[src/rtl/psc_pkg.sv]
// Shared mode codes, sequencer states and slice-count helpers for the tile-array converter.
package psc_pkg;

    localparam logic [1:0] MODE_IDLE = 2'b00;
    localparam logic [1:0] MODE_P2S  = 2'b01;
    localparam logic [1:0] MODE_S2P  = 2'b10;
    localparam logic [1:0] MODE_RSVD = 2'b11;

    typedef enum logic [1:0] {
        ST_IDLE = 2'd0,
        ST_P2S  = 2'd1,
        ST_S2P  = 2'd2,
        ST_DONE = 2'd3
    } state_t;

    // A zero or oversized request means a full-width word.
    function automatic int eff_len(input int len, input int max_len);
        return (len == 0 || len > max_len) ? max_len : len;
    endfunction

    function automatic int num_slices(input int len, input int slice, input int max_len = 16);
        int l;
        l = eff_len(len, max_len);
        return (l + slice - 1) / slice;
    endfunction

endpackage

[src/rtl/psc_lane.sv]
// One converter lane: word register with slice mux (P2S) and slice demux plus length fix-up (S2P).
// PSC_SIGN_EXT_EN selects sign extension instead of zero fill above the word length.
module psc_lane
    import psc_pkg::*;
#(
    parameter int W  = 16,
    parameter int S  = 4,
    parameter int CW = 3,
    parameter int LW = 5
) (
    input  logic          clk,
    input  logic          reset,
    input  logic          i_load,
    input  logic          i_clear,
    input  logic          i_shift,
    input  logic          i_done,
    input  logic          i_drive,
    input  logic          i_en,
    input  logic [CW-1:0] i_cnt,
    input  logic [LW-1:0] i_len,
    input  logic [W-1:0]  i_par,
    input  logic [S-1:0]  i_ser,
    output logic [S-1:0]  o_ser,
    output logic [W-1:0]  o_par
);

    logic [W-1:0] r_word;
    logic [W-1:0] r_out;
    logic         r_en;
    logic [W-1:0] w_asm;
    logic [W-1:0] w_fix;

    // The final slice lands in the same edge that publishes the word, so fix-up uses the merged value.
    always_comb begin
        w_asm = r_word;
        if (i_shift && r_en)
            w_asm[int'(i_cnt)*S +: S] = i_ser;
    end

    always_comb begin
        w_fix = '0;
        for (int b = 0; b < W; b++) begin
            if (b < int'(i_len)) begin
                w_fix[b] = w_asm[b];
            end else begin
`ifdef PSC_SIGN_EXT_EN
                w_fix[b] = w_asm[int'(i_len)-1];
`else
                w_fix[b] = 1'b0;
`endif
            end
        end
    end

    always_ff @(posedge clk or posedge reset) begin
        if (reset) begin
            r_word <= '0;
            r_out  <= '0;
            r_en   <= 1'b0;
        end else begin
            if (i_load) begin
                r_word <= i_par;
                r_en   <= i_en;
            end else if (i_clear) begin
                r_word <= '0;
                r_en   <= i_en;
            end else if (i_shift) begin
                r_word <= w_asm;
            end
            if (i_done)
                r_out <= r_en ? w_fix : '0;
        end
    end

    assign o_ser = (i_drive && r_en) ? r_word[int'(i_cnt)*S +: S] : '0;
    assign o_par = r_out;

endmodule

[src/rtl/psc_tile_array_seq.sv]
// Tile-array parallel/serial converter: one sequencer and slice counter drive LANES psc_lane instances.
// PSC_SIGN_EXT_EN enables S2P sign extension (handled inside psc_lane).
module psc_tile_array_seq
    import psc_pkg::*;
#(
    parameter int MAX_WORD_LENGTH = 16,
    parameter int ARRAY_DIM       = 2,
    parameter int TILE_DIM        = 2,
    parameter int SLICE_SIZE      = 4,
    parameter int PE              = 2,
    localparam int LANES = ARRAY_DIM * TILE_DIM * PE,
    localparam int LW    = $clog2(MAX_WORD_LENGTH + 1),
    localparam int CW    = $clog2(MAX_WORD_LENGTH / SLICE_SIZE + 1)
) (
    input  logic                             clk,
    input  logic                             reset,
    input  logic [1:0]                       mode,
    input  logic                             start,
    input  logic [LW-1:0]                    word_len,
    input  logic [LANES-1:0]                 lane_en,
    input  logic [LANES*MAX_WORD_LENGTH-1:0] parallel_data_in,
    input  logic [LANES*SLICE_SIZE-1:0]      serial_data_in,
    input  logic                             serial_valid_in,
    input  logic                             serial_ready_in,
    output logic [LANES*SLICE_SIZE-1:0]      serial_data_out,
    output logic                             serial_valid_out,
    output logic [LANES*MAX_WORD_LENGTH-1:0] parallel_data_out,
    output logic                             busy,
    output logic                             finish,
    output logic                             err
);

    state_t        r_state;
    logic [CW-1:0] r_cnt;
    logic [CW-1:0] r_nsl;
    logic [LW-1:0] r_len;
    logic          r_err;

    logic w_idle_start;
    logic w_load;
    logic w_clear;
    logic w_s2p_shift;
    logic w_last;
    logic w_done;

    assign w_idle_start = start && (r_state == ST_IDLE);
    assign w_load       = w_idle_start && (mode == MODE_P2S);
    assign w_clear      = w_idle_start && (mode == MODE_S2P);
    assign w_s2p_shift  = (r_state == ST_S2P) && serial_valid_in;
    assign w_last       = (r_cnt == r_nsl - CW'(1));
    assign w_done       = w_s2p_shift && w_last;

    always_ff @(posedge clk or posedge reset) begin
        if (reset) begin
            r_state <= ST_IDLE;
            r_cnt   <= '0;
            r_nsl   <= '0;
            r_len   <= '0;
            r_err   <= 1'b0;
        end else begin
            r_err <= 1'b0;
            case (r_state)
                ST_IDLE: begin
                    if (start) begin
                        case (mode)
                            MODE_P2S, MODE_S2P: begin
                                r_state <= (mode == MODE_P2S) ? ST_P2S : ST_S2P;
                                r_cnt   <= '0;
                                r_nsl   <= CW'(num_slices(int'(word_len), SLICE_SIZE, MAX_WORD_LENGTH));
                                r_len   <= LW'(eff_len(int'(word_len), MAX_WORD_LENGTH));
                            end
                            MODE_RSVD: r_err <= 1'b1;
                            default: ;
                        endcase
                    end
                end
                ST_P2S: begin
                    r_err <= start;
                    if (serial_ready_in) begin
                        if (w_last) begin
                            r_state <= ST_DONE;
                            r_cnt   <= '0;
                        end else begin
                            r_cnt <= r_cnt + CW'(1);
                        end
                    end
                end
                ST_S2P: begin
                    r_err <= start;
                    if (serial_valid_in) begin
                        if (w_last) begin
                            r_state <= ST_DONE;
                            r_cnt   <= '0;
                        end else begin
                            r_cnt <= r_cnt + CW'(1);
                        end
                    end
                end
                default: begin
                    r_err   <= start;
                    r_state <= ST_IDLE;
                end
            endcase
        end
    end

    assign serial_valid_out = (r_state == ST_P2S);
    assign busy             = (r_state != ST_IDLE);
    assign finish           = (r_state == ST_DONE);
    assign err              = r_err;

    for (genvar g = 0; g < LANES; g++) begin : g_lane
        psc_lane #(
            .W (MAX_WORD_LENGTH),
            .S (SLICE_SIZE),
            .CW(CW),
            .LW(LW)
        ) u_lane (
            .clk    (clk),
            .reset  (reset),
            .i_load (w_load),
            .i_clear(w_clear),
            .i_shift(w_s2p_shift),
            .i_done (w_done),
            .i_drive(serial_valid_out),
            .i_en   (lane_en[g]),
            .i_cnt  (r_cnt),
            .i_len  (r_len),
            .i_par  (parallel_data_in[g*MAX_WORD_LENGTH +: MAX_WORD_LENGTH]),
            .i_ser  (serial_data_in[g*SLICE_SIZE +: SLICE_SIZE]),
            .o_ser  (serial_data_out[g*SLICE_SIZE +: SLICE_SIZE]),
            .o_par  (parallel_data_out[g*MAX_WORD_LENGTH +: MAX_WORD_LENGTH])
        );
    end

endmodule

[config.mk]
export PLATFORM = sky130hd
export DESIGN_NAME = psc_tile_array_seq
export DESIGN_NICKNAME = d
export VERILOG_FILES = /design/src/rtl/psc_pkg.sv /design/src/rtl/psc_lane.sv /design/src/rtl/psc_tile_array_seq.sv
export SDC_FILE = /design/constraint.sdc
export NUM_CORES = 1
export LEC_CHECK = 0
export CAP_MARGIN = 20
export CORE_UTILIZATION = 56
export CTS_CLUSTER_SIZE = 14
export DETAILED_ROUTE_END_ITERATION = 8
export PLACE_DENSITY = 0.86
export SLEW_MARGIN = 20
export SYNTH_ARGS = -nofsm -noshare
export SYNTH_HDL_FRONTEND = slang
export SYNTH_SLANG_ARGS = --single-unit
[constraint.sdc]
create_clock -name clk -period 23.6 [get_ports clk]
set_input_delay 4.72 -clock clk [delete_from_list [all_inputs] [get_ports clk]]
set_output_delay 4.72 -clock clk [all_outputs]
set_load 0.05 [all_outputs]
==> key figures, run 1 <==
Layout
  • FILL cells: 1947
  • Layout cells sized above 1: 7.32%
  • Design Area, Final: 20400 sq um
  • Synth-to-Final Area Change: 29.1%
  • # nets final: 2113

CTS
  • Clock sink count: 278
  • CTS tree: done
  • Root buffer cell: clkbuf_16
  • Post-cts resize count: 0
  • CTS buffer count: 30
  • Post-CTS Setup Inserts: 0
  • Latest clock arrival within the worst-skew pair: 0.57 ns
  • CTS max path bufs: 3
  • Clk slew on worst S/H paths: 0.06 ns
  • Hold buffers post-CTS: 0
  • CTS HTree Levels: 1

Place
  • Post-place instance area: 19400 sq um
  • DP HPWL: 39000 um
  • Port bufs: approximately 340
  • Placer Congestion: 0.934

STA
  • Worst Tran Pin Value: 1.12 ns
  • RSZ-0062 raised after global routing: no
  • Slew Viols, Final: 0
  • Final Critical Period: 8.27 ns
  • Final hold slack: 0.477 ns
  • Fin crit share: around a third
  • Clk_skew: 0.0116 ns
  • Hold Violations, Final: 0
  • Fmax: 121 MHz
  • Setup TNS: 0 ns
  • Setup violations, final: 0
  • Max-slew headroom: 25.2%

Hold path
  • Worst Hold Class: reg -> reg
  • Worst Hold Depth: 2

Yosys
  • Top_reg_cell synth: dfrtp_1
  • Synth cell types: 49
  • Netlist Area Pre-Place: approximately 16000 sq um
  • Number of synthesized flops with an enable pin: 0
  • Post-synthesis net count: 1859
  • Synthesis-stage register bit count: around 280
  • Ys Warns: 0
  • Register area share after synthesis: 44.0%
  • Asr flop ratio synth: 100%
  • Syn Inst Count: about 1700
  • Syn Area/Cell: 9.50 sq um

Drt
  • DRT Pass-1 Iters: 6
  • WL final: 60700 um
  • Via density per instance: 7.03
  • Via Count: 16331
  • Number of DRC markers in iteration 0: 2545
  • DR WL/cell: 26.2 um
  • Antenna-violating nets left: 0
  • DRC violations left: 0

Critical path
  • Worst Reg-to-Reg Cells: 7
  • Worst Setup Start Kind: flip-flop
  • Data required, critical path: 18.88 ns
  • CP arrival: 3.55 ns
  • Crit path max fanout: 39
  • Setup CP Type: reg -> out
  • CP Capture Type: output pin

Floorplanning
  • Row cnt: 61
  • Starting Density: roughly 57%
  • Die Wd: 170 um
  • Placeable Area: 27800 sq um
  • Die H: ~170 um
  • Ports: between 300 and 400
  • Die ar.: 28900 sq um

Power and ir drop
  • Leakage power total: 0.00842 uW
  • NetSw: around 1400 uW
  • Switch share: 48.8%
  • Max VDD drop: 92.5 uV
  • Clock power frac: 16.6%
  • PwrDens: 142 nW/um^2
  • Comb pwr share: 51.7%
  • Internal power: 1490 uW
  • Power Total: slightly below 3000 uW
  • Sequential power share: a little under a third

Run
  • Max cap viols: 0

Global route
  • First-pass GRT wire length: a little over 90000 um
  • Initial antenna violation count: 3
  • Vias in the first global route: roughly 16000
  • GRT overflow: 0
  • Pin count of the biggest net entering global routing: 131
  • Tot GR Track Use: between 40% and 50%

Outcome
  • Status: finished clean
layout make-up:
class,instances,area (sq um),area share [%]
Multi-Input combinational cell,1229,8320,40.7
Sequential cell,278,6960,34.1
Timing Repair Buffer,366,3610,17.7
Clock buffer,44,865,4.23
Tap cell,378,473,2.32
Clock inverter,8,118,0.576
Inverter,15,63.8,0.313
Antenna cell,4,10.0,0.0490
registers in the layout, summed over array words and instances (netlist names):
register,flops
r_len,5
r_nsl,3
err,1
g_lane.u_lane.r_word,128
g_lane.u_lane.r_en,8
r_cnt,3
r_state,2
g_lane.u_lane.o_par,128
per-stage QoR:
step                      worst slack, ns  util [%]  instances
after CTS                           15.35      73.4       2318
after detailed placement            15.84      69.9       2266
final                               15.33      73.5       2322
after floorplan                     11.21         -       1666
after global routing                15.24      73.5       2320
after global placement              15.86      69.8       2266
cells in the mapped netlist, types with 8 or more instances:
cell type  instances  area [sq um]
dfrtp_1          278          6960
a21oi_1          260          1300
o21ai_0          213          1070
nand2_1          154           578
a21o_1           129           968
mux2i_1           98           981
clkbuf_1          96           360
o41ai_1           43           377
buf_2             41           205
nand4_1           37           231
and3_1            34           213
mux4_2            32           721
o21a_1            32           240
o31ai_1           32           240
a32o_1            28           280
nand3_1           22           110
nor2_1            22          82.6
inv_1             15          56.3
ha_1              13           163
o21ai_1           12          60.1
and2_1            10          62.6
mux2_2             8          90.1
nor3_2             8          80.1
worst paths after layout:
path	end	from	slack [ns]
setup / recovery	serial_data_out[29]	r_cnt[0]$_DFFE_PP0P_	15.33
hold / removal	g_lane[2].u_lane.o_par[1]$_DFFE_PP0P_	g_lane[2].u_lane.o_par[1]$_DFFE_PP0P_	0.48
setup reg to reg	g_lane[5].u_lane.o_par[5]$_DFFE_PP0P_	r_cnt[1]$_DFFE_PP0P_	19.29
min in group asynchronous	g_lane[6].u_lane.r_word[9]$_DFFE_PP0P_	reset	4.76
max in group asynchronous	g_lane[3].u_lane.r_word[14]$_DFFE_PP0P_	reset	17.25
hold reg to reg	g_lane[2].u_lane.o_par[1]$_DFFE_PP0P_	g_lane[2].u_lane.o_par[1]$_DFFE_PP0P_	0.48
cells in the final DEF, fill, tap and decap left out, types with 5 or more instances in the layout:
cell / n
clkdlybuf4s50_1: 343
dfrtp_1: 276
a21oi_1: 256
o21ai_0: 213
nand2_1: 152
a21o_1: 129
mux2i_1: 98
o41ai_1: 43
nand4_1: 37
and3_1: 33
o21a_1: 32
o31ai_1: 32
mux4_2: 32
clkbuf_16: 31
a32o_1: 28
buf_4: 22
nand3_1: 21
nor2_1: 21
inv_1: 14
ha_1: 13
nor3_2: 11
o21ai_1: 11
and2_1: 9
clkbuf_1: 9
mux2_2: 8
nand2b_1: 6
xor2_1: 5
power by group through the flow:
stage | registers, uW | logic (uW) | clock network, uW
after floorplan | 1050 | 752 | 0
after global placement | 897 | 1420 | 0
after detailed placement | 906 | 1460 | 0
after CTS | 904 | 1470 | 479
after global routing | 935 | 1570 | 502
final | 921 | 1500 | 484
metal layers:
layer	wire length [um]	vias to the layer above	track usage [%]
met2	26800	1414	62.4
met5	0	-	0
li1	-	6757	-
met1	21600	7888	54.6
met4	3760	0	21.4
met3	8600	272	11.4
logic make-up after synthesis:
logic type               synth area share [%]
multiplexers                             11.3
adder cells (fa/ha/maj)                  1.03
XOR/XNOR                                0.419
AND/OR/NAND/NOR                          9.84
flip-flops                               44.0
buffers and inverters                    4.17
AO/OA/AOI/OAI                            29.2
critical path, stage by stage, from the launching register on:
cell	delay (ns)
dfrtp_4	0.79
buf_4	0.61
mux4_2	0.58
and3_1	0.22
clkdlybuf4s50_1	0.70
Power figures use the tool's default switching activity.
==> run 2: changes to the inputs <==
--- a/config.mk
+++ b/config.mk
@@ -6,10 +6,10 @@
 export NUM_CORES = 1
 export LEC_CHECK = 0
 export CAP_MARGIN = 20
-export CORE_UTILIZATION = 56
+export CORE_UTILIZATION = 47
 export CTS_CLUSTER_SIZE = 14
 export DETAILED_ROUTE_END_ITERATION = 8
-export PLACE_DENSITY = 0.86
+export PLACE_DENSITY = 0.77
 export SLEW_MARGIN = 20
 export SYNTH_ARGS = -nofsm -noshare
 export SYNTH_HDL_FRONTEND = slang
==> constraint.sdc (replaced) <==
create_clock -name clk -period 6.8 [get_ports clk]
set_input_delay 1.36 -clock clk [delete_from_list [all_inputs] [get_ports clk]]
set_output_delay 1.36 -clock clk [all_outputs]
set_load 0.05 [all_outputs]
==> key figures, run 2 (same netlist as run 1, synthesis figures left out) <==
STA
  • Setup ws final: 1.84 ns (was 15.33 ns)
  • Worst Tran Pin Value: 1.26 ns (was 1.12 ns)
  • Max-slew headroom: 16.2% (was 25.2%)
  • Hold Violations, Final: 0 (unchanged)
  • Setup TNS: 0 ns (unchanged)
  • Setup violations, final: 0 (unchanged)
  • Clk_skew: 0.0159 ns (was 0.0116 ns)
  • Final Critical Period: about 5.0 ns
  • RSZ-0062 raised after global routing: no (unchanged)
  • Fin crit share: 72.9%
  • Slew Viols, Final: 0 (unchanged)
  • Fmax: 202 MHz

CTS
  • Post-CTS Setup Inserts: 0 (unchanged)
  • Root buffer cell: clkbuf_16 (unchanged)
  • Hold buffers post-CTS: 0 (unchanged)
  • Clk slew on worst S/H paths: 0.06 ns (about the same)
  • CTS max path bufs: 3 (unchanged)
  • CTS tree: done (unchanged)
  • CTS HTree Levels: 1 (unchanged)
  • Post-cts resize count: 0 (unchanged)
  • Latest clock arrival within the worst-skew pair: 0.57 ns (about the same)
  • Clock sink count: 278 (unchanged)
  • CTS buffer count: 30 (unchanged)

Layout
  • Layout cells sized above 1: 7.58% (was 7.32%)
  • Commonest non-fill, non-tap cell in the layout: clkdlybuf4s50_1 (unchanged)
  • # nets final: 2112 (was 2113)
  • Post-route core utilization: 62.4% (was 73.5%)
  • Synth-to-Final Area Change: 29.7% (was 29.1%)
  • Most frequent cells in the layout: 343 x clkdlybuf4s50_1, 276 x dfrtp_1, 256 x a21oi_1, 213 x o21ai_0, 152 x nand2_1 (unchanged)

Floorplanning
  • Die Wd: 185 um (was 170 um)
  • Die ar.: 34400 sq um (was 28900 sq um)
  • Die H: 185 um (was 170 um)
  • Starting Density: 48.1% (was 56.9%)
  • Row cnt: 66 (was 61)
  • Ports: 344 (unchanged)
  • Placeable Area: 32900 sq um (was 27800 sq um)

Place
  • Placer Congestion: 0.943 (was 0.934)
  • Port bufs: 343 (unchanged)
  • Worst slack at placement: 1.99 ns (was 15.84 ns)
  • DP HPWL: 40400 um (was 39000 um)

Drt
  • DRT Pass-1 Iters: 6 (unchanged)
  • Via density per instance: 6.68 (was 7.03)
  • Antenna-violating nets left: 0 (unchanged)
  • DR WL/cell: 25.8 um (was 26.2 um)
  • DRC violations left: 0 (unchanged)
  • WL final: 61600 um (was 60700 um)
  • Via Count: 15903 (was 16331)
  • Number of DRC markers in iteration 0: 2049 (was 2545)

Critical path
  • CP Capture Type: output pin (unchanged)
  • Reg2reg end: g_lane[7].u_lane.o_par[7]$_DFFE_PP0P_ (was g_lane[5].u_lane.o_par[5]$_DFFE_PP0P_)
  • Crit path max fanout: 17 (was 39)
  • Setup CP Type: reg -> out (unchanged)
  • Worst Reg-to-Reg Cells: 7 (unchanged)
  • Data required, critical path: 5.44 ns (was 18.88 ns)
  • CP arrival: 3.60 ns (was 3.55 ns)
  • Crit path from: r_state[1]$_DFFE_PP0P_ (was r_cnt[0]$_DFFE_PP0P_)
  • Worst Setup Start Kind: flip-flop (unchanged)
  • Slack of the worst reg-to-reg path: 2.63 ns (was 19.29 ns)
  • FF-to-FF Start: r_cnt[1]$_DFFE_PP0P_ (unchanged)

Global route
  • Tot GR Track Use: 35.4% (was 41.4%)
  • First-pass GRT wire length: 91900 um (was 91100 um)
  • Initial antenna violation count: 2 (was 3)
  • GRT overflow: 0 (unchanged)
  • Pin count of the biggest net entering global routing: 141 (was 131)
  • Vias in the first global route: 15666 (was 15501)

Hold path
  • Worst Hold Depth: 2 (unchanged)
  • Min-Delay Endpoint: g_lane[4].u_lane.o_par[8]$_DFFE_PP0P_ (was g_lane[2].u_lane.o_par[1]$_DFFE_PP0P_)
  • Worst Hold Class: reg -> reg (unchanged)
  • Hold_sp: g_lane[4].u_lane.o_par[8]$_DFFE_PP0P_ (was g_lane[2].u_lane.o_par[1]$_DFFE_PP0P_)

Outcome
  • Status: finished clean (unchanged)

Run
  • Max cap viols: 0 (unchanged)

Power and ir drop
  • Max VDD drop: 354 uV (was 92.5 uV)
  • Leakage power total: 0.00843 uW (was 0.00842 uW)
  • PwrDens: 493 nW/um^2 (was 142 nW/um^2)
-- run 2: metrics by stage --
stage | area, sq um | power [uW] | cells | hold slack, ns
2_1_floorplan | 15800 | 6240 | 1666 | 0.449
3_3_place_gp | 19500 | 8120 | 2329 | 0.461
3_5_place_dp | 19500 | 8250 | 2329 | 0.466
4_1_cts | 20500 | 9980 | 2381 | 0.479
5_1_grt | 20500 | 10500 | 2382 | 0.494
6_report | 20500 | 10100 | 2382 | 0.477
-- run 2: worst max-delay path by stage --
stage | to | depth (start not counted)
after CTS | serial_data_out[11] | 4
after global placement | g_lane[5].u_lane.r_word[10]$_DFFE_PP0P_ | 6
after global routing | serial_data_out[8] | 4
final | serial_data_out[22] | 6
after detailed placement | g_lane[5].u_lane.r_word[10]$_DFFE_PP0P_ | 6
after floorplan | err$_DFF_PP0_ | 1
-- run 2: worst max-delay path, cell delays in order, from the launching register on --
cell and delay, ns:
dfrtp_1 0.41, inv_1 0.12, ha_1 0.20, nor2b_2 0.79, buf_4 0.41, and3_1 0.27
clkdlybuf4s50_1 0.83
-- run 2: layout make-up --
| type | instances | area [sq um] |
|---|---|---|
| fillers | 2708 | 12300 |
| multi-input cells | 1229 | 8300 |
| flip-flops and latches | 278 | 6960 |
| repair buffers | 365 | 3620 |
| clock buffers | 45 | 908 |
| well taps | 442 | 553 |
| clock inverters | 7 | 110 |
| inverters | 15 | 60.1 |
| diodes | 1 | 2.50 |
-- run 2: per-layer routing --
metal / share of wire (%) / global-route usage [%] / wire [um]
met5: 0.021 / 0 / 13
met4: 5.8 / 19.1 / 3570
met3: 13 / 10.7 / 8240
met2: 44 / 52.9 / 26900
met1: 37 / 46.1 / 22800
-- run 2: power breakdown --
part	leakage, uW	internal [uW]	switching, uW
logic	0.00440	1810	3400
clock network	0.000505	1020	701
registers	0.00353	2370	809
total	0.00843	5200	4910
